<file path="config.mk">
export PLATFORM = sky130hd
export DESIGN_NAME = instr_loader
export DESIGN_NICKNAME = d
export VERILOG_FILES = /design/src/rtl/instr_loader.sv
export SDC_FILE = /design/constraint.sdc
export NUM_CORES = 1
export LEC_CHECK = 0
export ABC_AREA = 0
export ABC_CLOCK_PERIOD_IN_PS = 4440
export BUFFER_PORTS_ARGS = -buffer_cell sky130_fd_sc_hd__buf_2
export CAP_MARGIN = 20
export CORE_UTILIZATION = 30
export DETAILED_ROUTE_END_ITERATION = 16
export GPL_TIMING_DRIVEN = 0
export SYNTH_ARGS = -nofsm -noshare
export SYNTH_HDL_FRONTEND = slang
export SYNTH_SLANG_ARGS = --single-unit
</file>
<file path="constraint.sdc">
create_clock -name clk -period 4.44 [get_ports clk]
set_input_delay 0.222 -clock clk [delete_from_list [all_inputs] [get_ports clk]]
set_output_delay 0.222 -clock clk [all_outputs]
set_load 0.05 [all_outputs]
</file>
<file path="src/rtl/instr_loader.sv">
// instr_loader: encodes instruction field sets into 21-bit words and writes them to instruction memory
// Ports:
//   clk, rst_n           single clock, synchronous active-low reset
//   start, finish        open a load session (IDLE only) / close it early (LOAD only)
//   in_valid, in_ready   handshake for one instruction field set
//   in_op .. in_target   raw opcode and the R/I/J fields
//   mem_we, mem_addr,    registered instruction-memory write port
//   mem_wdata
//   busy, done           session in progress / one-cycle completion pulse
//   word_cnt, err        words written this session / sticky illegal-opcode flag
module instr_loader #(
    parameter int ADDR_W = 6
) (
    input  logic              clk,
    input  logic              rst_n,
    input  logic              start,
    input  logic              finish,
    input  logic              in_valid,
    output logic              in_ready,
    input  logic [4:0]        in_op,
    input  logic [2:0]        in_rs,
    input  logic [2:0]        in_rt,
    input  logic [2:0]        in_rd,
    input  logic [3:0]        in_funct,
    input  logic [9:0]        in_imm,
    input  logic [15:0]       in_target,
    output logic              mem_we,
    output logic [ADDR_W-1:0] mem_addr,
    output logic [20:0]       mem_wdata,
    output logic              busy,
    output logic              done,
    output logic [ADDR_W:0]   word_cnt,
    output logic              err
);
    localparam int DEPTH = 2 ** ADDR_W;

    typedef enum logic [1:0] {IDLE, LOAD, FLUSH, DONE} state_t;

    state_t            state_q, state_d;
    logic              we_q, we_d;
    logic [ADDR_W-1:0] addr_q, addr_d;
    logic [20:0]       wdata_q, wdata_d;
    logic [ADDR_W:0]   cnt_q, cnt_d;
    logic              err_q, err_d;
    logic [ADDR_W+1:0] fill;
    logic              legal, accept, last;
    logic [20:0]       enc;

    always_comb begin
        legal = 1'b1;
        enc   = {in_op, in_rs, in_rt, in_imm};
        case (in_op)
            5'b00000: enc = {in_op, in_rs, in_rt, in_rd, 3'b000, in_funct};
            5'b00111: enc = {in_op, in_target};
            5'b00100, 5'b10010, 5'b11000,
            5'b01000, 5'b01100, 5'b01111: enc = {in_op, in_rs, in_rt, in_imm};
            default: begin
                legal = 1'b0;
                enc   = '0;
            end
        endcase
    end

    // words claimed this session: those already written plus the one in the write register
    assign fill     = {1'b0, cnt_q} + {{(ADDR_W+1){1'b0}}, we_q};
    assign in_ready = (state_q == LOAD) && (fill < (ADDR_W+2)'(DEPTH));
    assign accept   = in_valid && in_ready;
    assign last     = accept && legal && (fill == (ADDR_W+2)'(DEPTH - 1));

    always_comb begin
        state_d = state_q;
        we_d    = 1'b0;
        wdata_d = wdata_q;
        addr_d  = addr_q;
        cnt_d   = cnt_q;
        err_d   = err_q;
        // the write presented this cycle retires at the edge; the address saturates instead of wrapping
        if (we_q) begin
            addr_d = (&addr_q) ? addr_q : addr_q + 1'b1;
            cnt_d  = cnt_q + 1'b1;
        end
        case (state_q)
            IDLE: begin
                if (start) begin
                    state_d = LOAD;
                    addr_d  = '0;
                    cnt_d   = '0;
                    err_d   = 1'b0;
                end
            end
            LOAD: begin
                if (accept && legal) begin
                    we_d    = 1'b1;
                    wdata_d = enc;
                end
                if (accept && !legal) err_d = 1'b1;
                if (finish || last) state_d = FLUSH;
            end
            FLUSH:   state_d = DONE;
            default: state_d = IDLE;
        endcase
    end

    always_ff @(posedge clk) begin
        if (!rst_n) begin
            state_q <= IDLE;
            we_q    <= 1'b0;
            addr_q  <= '0;
            wdata_q <= '0;
            cnt_q   <= '0;
            err_q   <= 1'b0;
        end else begin
            state_q <= state_d;
            we_q    <= we_d;
            addr_q  <= addr_d;
            wdata_q <= wdata_d;
            cnt_q   <= cnt_d;
            err_q   <= err_d;
        end
    end

    assign mem_we    = we_q;
    assign mem_addr  = addr_q;
    assign mem_wdata = wdata_q;
    assign busy      = (state_q == LOAD) || (state_q == FLUSH);
    assign done      = (state_q == DONE);
    assign word_cnt  = cnt_q;
    assign err       = err_q;
endmodule
</file>
Word-level counts from Yosys, hierarchy flattened

Index checks and enable logic that the tools add are counted.

Output and inout port bits: 39
Logic and storage cells: 58
Register bits after elaboration: 38

Muxes and demuxes: 16
Magnitude comparators: 1
Reduce and logical (&&, ||, !) cells: 18
Add/sub/neg operators: 3
Equal/unequal tests: 14

Operators by type and width:

| kind                                               | count |
|---|---|
| one-hot mux 21 bit (3 select lines)                | 1 |
| 2-to-1 mux 6 bit                                   | 4 |
| 2-to-1 mux 7 bit                                   | 3 |
| == test 5 x 4 -> 1 bit, second input constant      | 3 |
| == test 5 x 3 -> 1 bit, second input constant      | 2 |
| == test 5 bit, second input constant               | 2 |
| adder 7 x 1 -> 8 bit                               | 1 |
| == test 8 x 6 -> 1 bit, second input constant      | 1 |
| < comparator 8 x 7 -> 1 bit, second input constant | 1 |
| OR reduction 8 bit                                 | 1 |
| adder 7 x 1 -> 7 bit, second input constant        | 1 |
| adder 6 x 1 -> 6 bit, second input constant        | 1 |
| inequality test 2 bit, second input constant       | 3 |
| one-hot mux 2 bit (3 select lines)                 | 1 |
| AND reduction 2 bit                                | 3 |
| AND reduction 6 bit                                | 1 |
| OR reduction 6 bit                                 | 1 |
| logical AND 1 bit                                  | 5 |
| zero test 5 bit                                    | 1 |
| == test 2 bit, second input constant               | 2 |
| 2-to-1 mux 1 bit                                   | 4 |
| 2-to-1 mux 2 bit                                   | 2 |
| AND reduction 3 bit                                | 1 |
| == test 2 x 1 -> 1 bit, second input constant      | 1 |
| 5 further kinds                                    | 6 |

Logic depth before layout (Yosys ltp)

Word-level depth: 9
Gate-level depth with buffers: 8

Worst setup path after synthesis

No wires, ideal clock.

Path type: reg-to-reg
From: register cnt_q[0], in the netlist word_cnt[0]
To: register wdata_q[10], in the netlist mem_wdata[10]
Data arrival time: 2.172 ns
Path buffers: 1
Setup time: 0.141 ns
Stages on the path, launching flop included: 9
Data required time: 4.299 ns
Setup slack: 2.127 ns
Period minus slack after synthesis: 2.313 ns
Path through: dfxtp_1 ha_1 ha_1 and4_1 nand2_1 mux2_2 nor2_4 buf_6 a311oi_2

Cells in the longest elaborated chain, start to end: 6

RTL lines:

| what                                 | line | source |
|---|---|---|
| start, declared                      | 43   | `logic [ADDR_W:0] cnt_q, cnt_d;` |
| start signal, assigned               | 117  | `cnt_q <= cnt_d;` |
| adder 7 x 1 -> 8 bit                 | 65   | `assign fill = {1'b0, cnt_q} + {{(ADDR_W+1){1'b0}}, we_q};` |
| < comparator 8 x 7 -> 1 bit          | 66   | `assign in_ready = (state_q == LOAD) && (fill < (ADDR_W+2)'(DEPTH));` |
| logical AND 1 bit                    | 66   |  |
| logical AND 1 bit                    | 67   | `assign accept = in_valid && in_ready;` |
| logical AND 1 bit                    | 92   | `if (accept && legal) begin` |
| AND reduction 2 bit (no source line) | n/a  |  |
| end signal, assigned                 | 116  | `wdata_q <= wdata_d;` |
| end, declared                        | 42   | `logic [20:0] wdata_q, wdata_d;` |

Every way passes these cells.
A chain may end at the register's enable or synchronous reset.

Worst setup path in the final report

From: register cnt_q[0], in the netlist word_cnt[0]
To: register wdata_q[11], in the netlist mem_wdata[11]

Same word-level chain as after synthesis.

==> summary.txt <==
Synth
  – Yosys reg bits: 38
  – Synth unique cells: 48
  – Register area share after synthesis: 35.04%
  – Mapped Area: 2171 um2
  – Synth Area in Compound Gates: 30.49%
  – Gate Count Post-Synth: 247
  – Simple-Gate Fraction of Synth Area: 18.21%
  – Post-synthesis xor/xnor area fraction: 3.228%
  – Largest family of logic cells by synthesized area: compound AO/OA/AOI/OAI gates
  – Adder-Cell Fraction of Synth Area: 4.611%
  – Ys flop type: dfxtp_1
  – Async set-or-reset flop fraction in the synthesized netlist: 0%
  – Number of flops mapped to enable cells by yosys: 0
  – Multiplexer share of the synthesized area: 2.363%
  – Syn_area_per_cell: 8.789 um2
  – Warnings, synthesis: 0
  – Synthesized net count: 304

Timing
  – Final worst path period share: 49.07%
  – Worst relative slew slack: 51.59%
  – Fin crit period: 2.179 ns
  – Final hold violation count: 0
  – Maximum clock frequency: 0.4590 GHz
  – Final setup viols: 0
  – Slew Limit Fails: 0
  – RSZ-0062 raised after global routing: no
  – Worst Tran Pin Value: 0.7201 ns
  – Setup TNS: 0 ns
  – Layout Skew: 0.008322 ns
  – Final Hold Slack: 0.1943 ns

GRT
  – Largest net degree at the start of global routing: 13
  – Initial antenna violation count: 0
  – Gr usage total: 15.90%
  – GRT overflow: 0
  – Vias in the first global route: 1974
  – Global-route wire length before repair: 9308 um

Floorplan
  – Die area: 7580 um2
  – Die width: 87.07 um
  – Standard-cell row count: 30
  – Die height: 87.07 um
  – Initial Util: 31.43%
  – Placeable Area: 6907 um2
  – I/O Pins: 88

Clock network
  – CTS sink count: 38
  – Post-cts sizing count: 0
  – H-tree levels: 2
  – CTS tree: yes
  – Clk root buf: clkbuf_8
  – Hold_buf cts: 0
  – Max Buffers Root-to-Sink: 2
  – Worst skew pair latency: 0.30 ns
  – Post-CTS Setup Inserts: 0
  – Clock-pin slew on the worst setup and hold paths: 0.08 ns
  – TritonCTS Buffers: 5

Final layout
  – Layout fillers: 754
  – Fraction of layout cells with a size suffix above 1: 37.17%
  – Multi-input gate area: 1279 um2
  – Area growth syn-to-layout: 29.28%
  – Most frequent cells in the layout: buf_2, dfxtp_1, a21oi_1
  – Nets@finish: 395
  – Commonest non-fill, non-tap cell in the layout: buf_2
  – # diodes: 0
  – Register Area: 760.7 um2

Critical path
  – WP data required: 4.60 ns
  – Worst R2R Setup Slack: 2.26 ns
  – Crit. End Element: flop
  – Critical Path Max Stage Delay: 0.41 ns
  – R2r startpoint: word_cnt[0]
  – Worst-case reg-to-reg path depth: 8
  – Crit path max fanout: 10
  – CP arrival: 2.34 ns
  – Crit-path cells: ha_1, ha_1, and4_1, nand2_1, mux2_2, nor2_4, buf_6, a311oi_2
  – Startpoint types: flop
  – RR Endpoint: mem_wdata[11]
  – WS Path Type: flop to flop
  – Slowest-stage cell, CP: mux2_2
  – Most used cell, CP: ha_1

Place
  – Port buffer count: 84
  – Dpl hpwl: 4443 um
  – Routability cong.: 0.7808

Min path
  – Hold Startpoint: in_target[4]
  – Hold crit path type: primary input to flop
  – Hold path cells: 3
  – Hold Path Sink: mem_wdata[4]

Route
  – Drt wl/cell: 13.28 um
  – Routed WL: 5778 um
  – Drt first pass iters: 4
  – DRC: 0
  – Routed vias/inst: 5.021
  – Initial drt markers: 75
  – Via count: 2184
  – Antenna Nets Post-Route: 0

Status
  – Run status: finished clean

Job
  – Max Cap Viol: 0

Power
  – Worst IR Drop VDD: 0.1376 mV
  – Power Density: 350.8 nW/um2
  – Power Total: 984.4 uW
  – Leak: 0.001128 uW
[sequential cells by signal, summed over array words and instances, names as in the netlist]
| name | cells |
|---|---|
| mem_wdata | 21 |
| word_cnt | 7 |
| state_q | 2 |
| mem_we | 1 |
| err | 1 |
| mem_addr | 6 |
[cells by family after synthesis]
family | count (synthesis)
adders and majority gates | 8
xor gates and xnor gates | 8
DFF | 38
buffers and inverters | 23
AOI/OAI and AO/OA | 90
and+or+nand+nor | 75
muxes | 5
[how the worst max path moves through the flow]
stage / end / cells past startpoint / startpoint
after floorplan: mem_wdata[10] / 8 / word_cnt[0]
after global placement: mem_wdata[15] / 8 / mem_we
after detailed placement: mem_wdata[11] / 8 / word_cnt[0]
after CTS: mem_wdata[11] / 8 / word_cnt[0]
after global routing: mem_wdata[7] / 8 / mem_we
final: mem_wdata[11] / 8 / word_cnt[0]
[cells in the mapped netlist, types with 2 or more instances]
cell type  count  share of area, %
xnor2_1        4               1.6
nor2_1        16               2.8
o21a_1         2              0.69
mux2i_1        4               1.8
buf_4          2              0.69
dfxtp_1       38                35
or2_2          2              0.58
nand4_1        6               1.7
o221a_2        2               1.0
a311oi_1       6               2.4
buf_2          6               1.4
nand3_1        5               1.2
clkbuf_1       6               1.0
a21oi_1       27               6.2
o21ai_0       25               5.8
nand2_1       23               4.0
buf_6          4               2.1
ha_1           8               4.6
nand3b_1       2              0.69
a22oi_1        7               2.4
inv_1          5              0.86
nand2b_1       3              0.86
a211oi_1       3               1.0
a311oi_2      10               6.9
or3_1          2              0.58
nor3_1         3              0.69
o31ai_1        2              0.69
xor2_1         4               1.6
[routing by layer]
| layer | wire [um] | global-route usage (%) | share of wire (%) | vias to the layer above |
|---|---|---|---|---|
| li1 | - | - | - | 1102 |
| met1 | 2754 | 20.51 | 48 | 990 |
| met2 | 2571 | 25.34 | 44 | 86 |
| met3 | 378 | 4.550 | 6.5 | 6 |
| met4 | 74 | 5.455 | 1.3 | 0 |
| met5 | 0 | 0 | 0 | - |
[critical path: cells and delay by family (launching register included)]
kind / cells / cell delay [ns]
AND/OR/NAND/NOR: 3 / 0.58
multiplexers: 1 / 0.41
adder cells (fa/ha/maj): 2 / 0.39
flip-flops: 1 / 0.35
buffers and inverters: 1 / 0.21
AO/OA/AOI/OAI: 1 / 0.10
[final cells by class]
type,count,share of cell area (%)
Inverter,5,0.6687
Clock inverter,2,0.4458
Timing Repair Buffer,84,14.98
Tap cell,96,4.280
Sequential cell,38,27.11
Multi-Input combinational cell,186,45.56
Clock buffer,6,2.942
Buffer,18,4.012
[through the flow]
step           utilization [%]  cell area (um2)  instances  setup slack [ns]
6_report                 40.63             2806        435             2.261
5_1_grt                  40.63             2806        435             2.150
4_1_cts                  40.63             2806        435             2.251
3_5_place_dp             39.26             2711        427             2.255
3_3_place_gp             39.26             2711        427             2.272
2_1_floorplan                -             2171        247             2.127
[power breakdown]
| group | switching [uW] | leakage [uW] | internal [uW] |
|---|---|---|---|
| Sequential | 16.8 | 0.000307 | 363 |
| Clock | 132 | 0.0000472 | 125 |
| Combinational | 236 | 0.000774 | 112 |
Power figures use the tool's default switching activity.
